File: src/rtl/dsp_stq_alloc_ctrl.sv
// Store-queue ID allocator for dispatch: hands out in-order store-buffer IDs and
// tracks alloc/commit/release pointers with wrap bits, with flush rollback.
module dsp_stq_alloc_ctrl #(
    parameter int DEPTH = 32,
    parameter int DSP_W = 4,
    parameter int CMT_W = 2,
    parameter int REL_W = 4,
    parameter int ID_W  = $clog2(DEPTH)
) (
    input  logic                          clk,
    input  logic                          rst,
    input  logic [DSP_W-1:0]              i_dsp_stq_req_vld,
    input  logic                          i_dsp_stq_stall,
    output logic                          o_dsp_stq_alloc_ok,
    output logic [DSP_W*(ID_W+1)-1:0]     o_dsp_stq_req_sbuff_id,
    input  logic [$clog2(CMT_W+1)-1:0]    i_rob_cmt_num,
    input  logic [REL_W-1:0]              i_sbuff_rel_vld,
    input  logic                          i_exu_mis_flush,
    input  logic                          i_rob_mis_st_vld,
    input  logic [ID_W:0]                 i_rob_mis_st_id,
    input  logic                          i_csr_trap_flush,
    output logic [ID_W:0]                 o_stq_alloc_ptr,
    output logic [ID_W:0]                 o_stq_cmt_ptr,
    output logic [ID_W:0]                 o_stq_rel_ptr,
    output logic [ID_W:0]                 o_stq_free_cnt,
    output logic                          o_stq_full,
    output logic                          o_stq_empty,
    output logic                          o_stq_recover
);

    localparam int PW    = ID_W + 1;
    localparam int RQ_W  = $clog2(DSP_W + 1);
    localparam int RL_W  = $clog2(REL_W + 1);
    localparam int CMP_W = (RQ_W > PW) ? RQ_W : PW;

    typedef enum logic {
        ST_RUN     = 1'b0,
        ST_RECOVER = 1'b1
    } state_t;

    state_t          state_q, state_d;
    logic [PW-1:0]   alloc_q, alloc_d;
    logic [PW-1:0]   cmt_q, cmt_d;
    logic [PW-1:0]   rel_q, rel_d;
    logic [PW-1:0]   occ, free_cnt;
    logic [RQ_W-1:0] nreq, lane_rank;
    logic [RL_W-1:0] nrel;
    logic            mis_flush, alloc_ok, do_alloc;

    always_comb begin
        nreq = '0;
        for (int k = 0; k < DSP_W; k++) nreq = nreq + RQ_W'(i_dsp_stq_req_vld[k]);
        nrel = '0;
        for (int k = 0; k < REL_W; k++) nrel = nrel + RL_W'(i_sbuff_rel_vld[k]);
    end

    // Each lane gets the alloc pointer plus its rank among the requesting lanes below it.
    always_comb begin
        o_dsp_stq_req_sbuff_id = '0;
        lane_rank              = '0;
        for (int k = 0; k < DSP_W; k++) begin
            o_dsp_stq_req_sbuff_id[k*PW +: PW] = alloc_q + PW'(lane_rank);
            lane_rank = lane_rank + RQ_W'(i_dsp_stq_req_vld[k]);
        end
    end

    // Occupancy from the wrap-bit pointers lets all DEPTH entries be used.
    assign occ       = alloc_q - rel_q;
    assign free_cnt  = PW'(DEPTH) - occ;
    assign mis_flush = i_exu_mis_flush & i_rob_mis_st_vld;
    assign alloc_ok  = (state_q == ST_RUN) & (CMP_W'(free_cnt) >= CMP_W'(nreq))
                       & ~i_csr_trap_flush & ~mis_flush;
    assign do_alloc  = (nreq != '0) & alloc_ok & ~i_dsp_stq_stall;
    assign cmt_d     = cmt_q + PW'(i_rob_cmt_num);
    assign rel_d     = rel_q + PW'(nrel);

    // Trap rolls back to the post-commit point and outranks a mispredict rollback.
    always_comb begin
        alloc_d = alloc_q;
        state_d = ST_RUN;
        if (i_csr_trap_flush) begin
            alloc_d = cmt_d;
            state_d = ST_RECOVER;
        end else if (mis_flush) begin
            alloc_d = i_rob_mis_st_id;
            state_d = ST_RECOVER;
        end else if (do_alloc) begin
            alloc_d = alloc_q + PW'(nreq);
        end
    end

    always_ff @(posedge clk) begin
        if (rst) begin
            state_q <= ST_RUN;
            alloc_q <= '0;
            cmt_q   <= '0;
            rel_q   <= '0;
        end else begin
            state_q <= state_d;
            alloc_q <= alloc_d;
            cmt_q   <= cmt_d;
            rel_q   <= rel_d;
        end
    end

    assign o_dsp_stq_alloc_ok = alloc_ok;
    assign o_stq_alloc_ptr    = alloc_q;
    assign o_stq_cmt_ptr      = cmt_q;
    assign o_stq_rel_ptr      = rel_q;
    assign o_stq_free_cnt     = free_cnt;
    assign o_stq_full         = (free_cnt == '0);
    assign o_stq_empty        = (alloc_q == rel_q);
    assign o_stq_recover      = (state_q == ST_RECOVER);

endmodule

File: config.mk
export PLATFORM = sky130hd
export DESIGN_NAME = dsp_stq_alloc_ctrl
export DESIGN_NICKNAME = d
export VERILOG_FILES = /design/src/rtl/dsp_stq_alloc_ctrl.sv
export SDC_FILE = /design/constraint.sdc
export NUM_CORES = 1
export LEC_CHECK = 0
export ABC_CLOCK_PERIOD_IN_PS = 6250
export CORE_AREA = 5 5 82 62
export DETAILED_ROUTE_END_ITERATION = 7
export DIE_AREA = 0 0 87 67
export PLACE_DENSITY = 0.83
export SYNTH_ARGS = -nofsm -noshare
export SYNTH_HDL_FRONTEND = slang
export SYNTH_SLANG_ARGS = --single-unit
export TNS_END_PERCENT = 50
File: constraint.sdc
create_clock -name clk -period 6.25 [get_ports clk]
set_input_delay 1.5625 -clock clk [delete_from_list [all_inputs] [get_ports clk]]
set_output_delay 1.5625 -clock clk [all_outputs]
set_load 0.01 [all_outputs]
# ---- Word level (Yosys, flattened, before mapping)
# Cells that the tools add are included.
dict set report classes {
  reduce_logical 3
  bitwise_logic 10
  order_cmp 1
  mul 0
  div 0
  n_mux 5
  shifts 0
  add_sub_neg 14
  eq_ne 1
}
# operator n
set op_table {}
lappend op_table {{$add 6x3->6} 3}
lappend op_table {{$mux 6} 3}
lappend op_table {{$add 6x2->6} 2}
lappend op_table {{$add 2x1->3} 2}
lappend op_table {{$add 3x1->3} 2}
lappend op_table {{$add 6x1->6} 1}
lappend op_table {{$and 1x1->1} 6}
lappend op_table {{$eq 6x6->1} 1}
lappend op_table {{$ge 6x3->1} 1}
lappend op_table {{$logic_not 6->1} 1}
lappend op_table {{$reduce_bool 3->1} 2}
lappend op_table {{$sub 6x6->6} 1}
lappend op_table {{$sub 6x6->6 const A} 1}
lappend op_table {{$add 1x1->2} 2}
lappend op_table {{$not 1->1} 4}
lappend op_table {{$mux 1} 2}
dict set report word_totals {
  rom_bits 0
  latchBits 0
  input_bits 22
  ff_bits 19
  wordCells 38
  ramBits 0
  mem_count 0
}

# ---- Depth between registers and ports, before layout
dict set report logic_depth {
  depth_word 12
  ltp_mapped 12
}

# ---- Worst setup path after synthesis
# OpenSTA, ideal clock, no wires.
dict set report synth_path {
  kind {input to output}
  startpoint {input port i_dsp_stq_req_vld[0]}
  endpoint {output port o_dsp_stq_alloc_ok}
  setup_slack_ns 0.925
  t_required_ns 4.688
  arrival_time_ns 3.763
  path_stages 8
  path_cell_list {fa_1 ha_1 fa_1 inv_1 ha_1 a21oi_1 maj3_1 a21oi_1}
}
dict set report synth_between {
  elab_chain_len 7
}
# item line
set synth_lines {}
lappend synth_lines {{start: declaration} 12} ;# input logic [DSP_W-1:0] i_dsp_stq_req_vld,
lappend synth_lines {{$add 1x1->2} 52} ;# for (int k = 0; k < DSP_W; k++) nreq = nreq + RQ_W'(i_dsp_stq_req_vld[k]);
lappend synth_lines {{$add 2x1->3} 52}
lappend synth_lines {{$add 3x1->3} --}
lappend synth_lines {{$ge 6x3->1} 71} ;# assign alloc_ok = (state_q == ST_RUN) & (CMP_W'(free_cnt) >= CMP_W'(nreq))
lappend synth_lines {{$and 1x1->1} 71}
lappend synth_lines {{$and 1x1->1 (2 in series)} 72} ;# & ~i_csr_trap_flush & ~mis_flush;
lappend synth_lines {{end: declaration} 14} ;# output logic o_dsp_stq_alloc_ok,
# Every way passes these cells.

# ---- Final worst setup path
# Ends and elaborated chain as after synthesis.

==> flow_summary.toml <==
[sta]
hold_viol_final = 0
setup_violations = 0
layout_min_cycle_time_ps = 6000
tns_ps = 0
worst_pin_slew_ps = 813
max_clock_freq_ghz = 0.167
maxSlewHeadroom_pct = 45.6
clock-skew-final_ps = 3.15
post-route-period-util_pct = 96.0
hold_slack_ps = 541
slew_violations = 0
rsz0062_at_grt = "no"

[hold_path]
hold_class = "reg -> reg"

[floorplan]
die_area_mm2 = 0.00583
fp.dieW_um = 87
boundaryPins = 74
rows = 20
start_util_pct = 46.3
coreArea_mm2 = 0.00418
die_height_um = 67

[logic_synthesis]
synth_nets = 276
syn_avg_cell_area_um2 = 8.96
ys_warn_count = 0
synth_edf_count = 0
synth_seq_cells = 19
synth_area_mm2 = 0.00193
async_flop_share_pct = 0
netlist_instances = 216
yosys.cell_types.count = 35
yosysSeqAreaShare_pct = 19.7
ys_dominant_reg_cell = "dfxtp_1"

[routing]
drt_wl_total_um = 4640
route.detailed.drc = 0
route.vias.total = 1681
via_per_inst = 4.97
ant_nets = 0
drt_pass1_iterations = 4
first_iter_violations = 50
routedWlPerCell_um = 13.7

[clock_network]
cts_tree = "done"
insertion_delay_ps = 270
cts_max_level = 1
cts_sinks = 19
clock_tree.root_cell = "clkbuf_8"
cts_max_path_buffers = 2
cts_setup_buffers = 0
cts_hold_buffers = 0
cts_buffers = 3
clkTransAtPathRegs_ps = 80
cts_resized = 1

[outcome]
outcome = "completed"

[setup_path]
crit_fanout = 2
cp.required_ps = 4690
cp-start-kind = "input pin"
slowest_delay_ps = 550
worstSetupEndpointType = "output pin"
path_cells = "clkdlybuf4s50_1, fa_1, ha_1, fa_1, inv_1, ha_1, a21oi_1, maj3_1, a21oi_1, dlygate4sd2_1"
critPathKind = "in -> out"
arrival_ps = 4440
slowest_stage = "fa_1"

[pwr]
combPwrFrac_pct = 69.7
p_int_w = 0.000512
p_sw_share_pct = 41.1
peakVddDrop_mv = 0.172
leakage_nw = 1.18
pwr-share-clk_pct = 10.5
p_per_area_mw_per_mm2 = 319
power_switching_w = 0.000357
seqPwrFrac_pct = 19.8

[global_routing]
grt_pass1_wl_um = 7650
grt_overflow = 0
track_usage_pct = 16.7
antenna_found_initial = 0
first_global_vias = 1679
grt_max_degree = 26

[job]
drv_cap = 0

[layout]
final_cell_count_no_fill = 338
syn_to_final_growth_pct = 40.7
final_cell_mix = "clkdlybuf4s50_1 (72), ha_1 (28), nor2_1 (25)"
antenna_cells = 0
nNetsFinal = 344
final_common_cell = "clkdlybuf4s50_1"
final_cell_area_mm2 = 0.00272
layout-drive-gt1-share_pct = 3.89

[place]
dp_cells = 334
placed_cell_area_mm2 = 0.00267
hpwl_um = 3930
gp_congestion = 0.800
port_buffers = 73
-- area by class of cell --
cell class | count | area [um^2]
clock buffer | 3 | 41.3
clock inverter | 1 | 7.51
fill | 356 | 1460
inverter | 23 | 86.3
multi-input combinational | 162 | 1390
sequential | 19 | 380
tap | 55 | 68.8
timing repair buffer | 75 | 744
-- flip-flops by register name, indices dropped and copies added (netlist names) --
register / flops
o_stq_alloc_ptr: 6
o_stq_recover: 1
o_stq_cmt_ptr: 6
o_stq_rel_ptr: 6
-- power groups by stage --
stage                     combinational (W)  clock [W]  sequential (W)
final                              0.000605  0.0000913        0.000172
after global routing               0.000666  0.0000991        0.000178
after global placement             0.000599          0        0.000174
after detailed placement           0.000613          0        0.000175
after CTS                          0.000615  0.0000934        0.000173
after floorplan                    0.000348          0        0.000171
-- path summary, 6_finish.rpt --
| kind | depth (start not counted) | from | end | slack, ps |
|---|---|---|---|---|
| max | 10 | i_dsp_stq_req_vld[0] | o_dsp_stq_alloc_ok | 250 |
| min | 2 | o_stq_cmt_ptr[5] | o_stq_cmt_ptr[5] | 540 |
| max reg2reg | 11 | o_stq_alloc_ptr[1] | o_stq_alloc_ptr[4] | 3070 |
| min reg2reg | 2 | o_stq_cmt_ptr[5] | o_stq_cmt_ptr[5] | 540 |
-- through the flow --
| stage | setup WS, ps | power [W] | util [%] |
|---|---|---|---|
| 2_1_floorplan | 925 | 0.000518 | - |
| 3_3_place_gp | 6.47 | 0.000773 | 64.0 |
| 3_5_place_dp | -28.2 | 0.000788 | 64.0 |
| 4_1_cts | 248 | 0.000881 | 65.1 |
| 5_1_grt | 154 | 0.000943 | 65.1 |
| 6_report | 251 | 0.000869 | 65.1 |
-- cells by family after synthesis --
kind of cell               synth area share [%]
AOI/OAI and AO/OA                          10.5
xor gates and xnor gates                   14.5
adders and majority gates                  29.0
buffers and inverters                      8.34
DFF                                        19.7
muxes                                      3.62
and+or+nand+nor                            14.4
-- critical path: cells and delay by family --
family | cells | cell delay (ps)
fa+ha+maj | 5 | 1910
compound gates | 2 | 180
buf+inv | 3 | 790
-- synth_stat cells (3+ instances only) --
library cell | count | area [um^2]
a211oi_1 | 3 | 22.5
a21o_1 | 5 | 37.5
a21oi_1 | 12 | 60.1
buf_4 | 6 | 45.0
clkbuf_1 | 4 | 15.0
dfxtp_1 | 19 | 380
fa_1 | 10 | 200
ha_1 | 28 | 350
inv_1 | 23 | 86.3
mux2i_1 | 4 | 40.0
nand2_1 | 8 | 30.0
nand2b_1 | 6 | 37.5
nand3_1 | 5 | 25.0
nor2_1 | 25 | 93.8
nor2b_1 | 4 | 25.0
nor3_1 | 6 | 30.0
xnor2_1 | 16 | 140
xor2_1 | 11 | 96.3
-- routing by layer --
metal	vias to the layer above	routed length, um	global-route usage [%]
met1	781	2120	21.2
met2	51	2150	28.9
met3	5	340	4.20
li1	844	-	-
met5	-	0	0
met4	0	27	2.92
No activity file was read; power rests on OpenSTA's default activity.
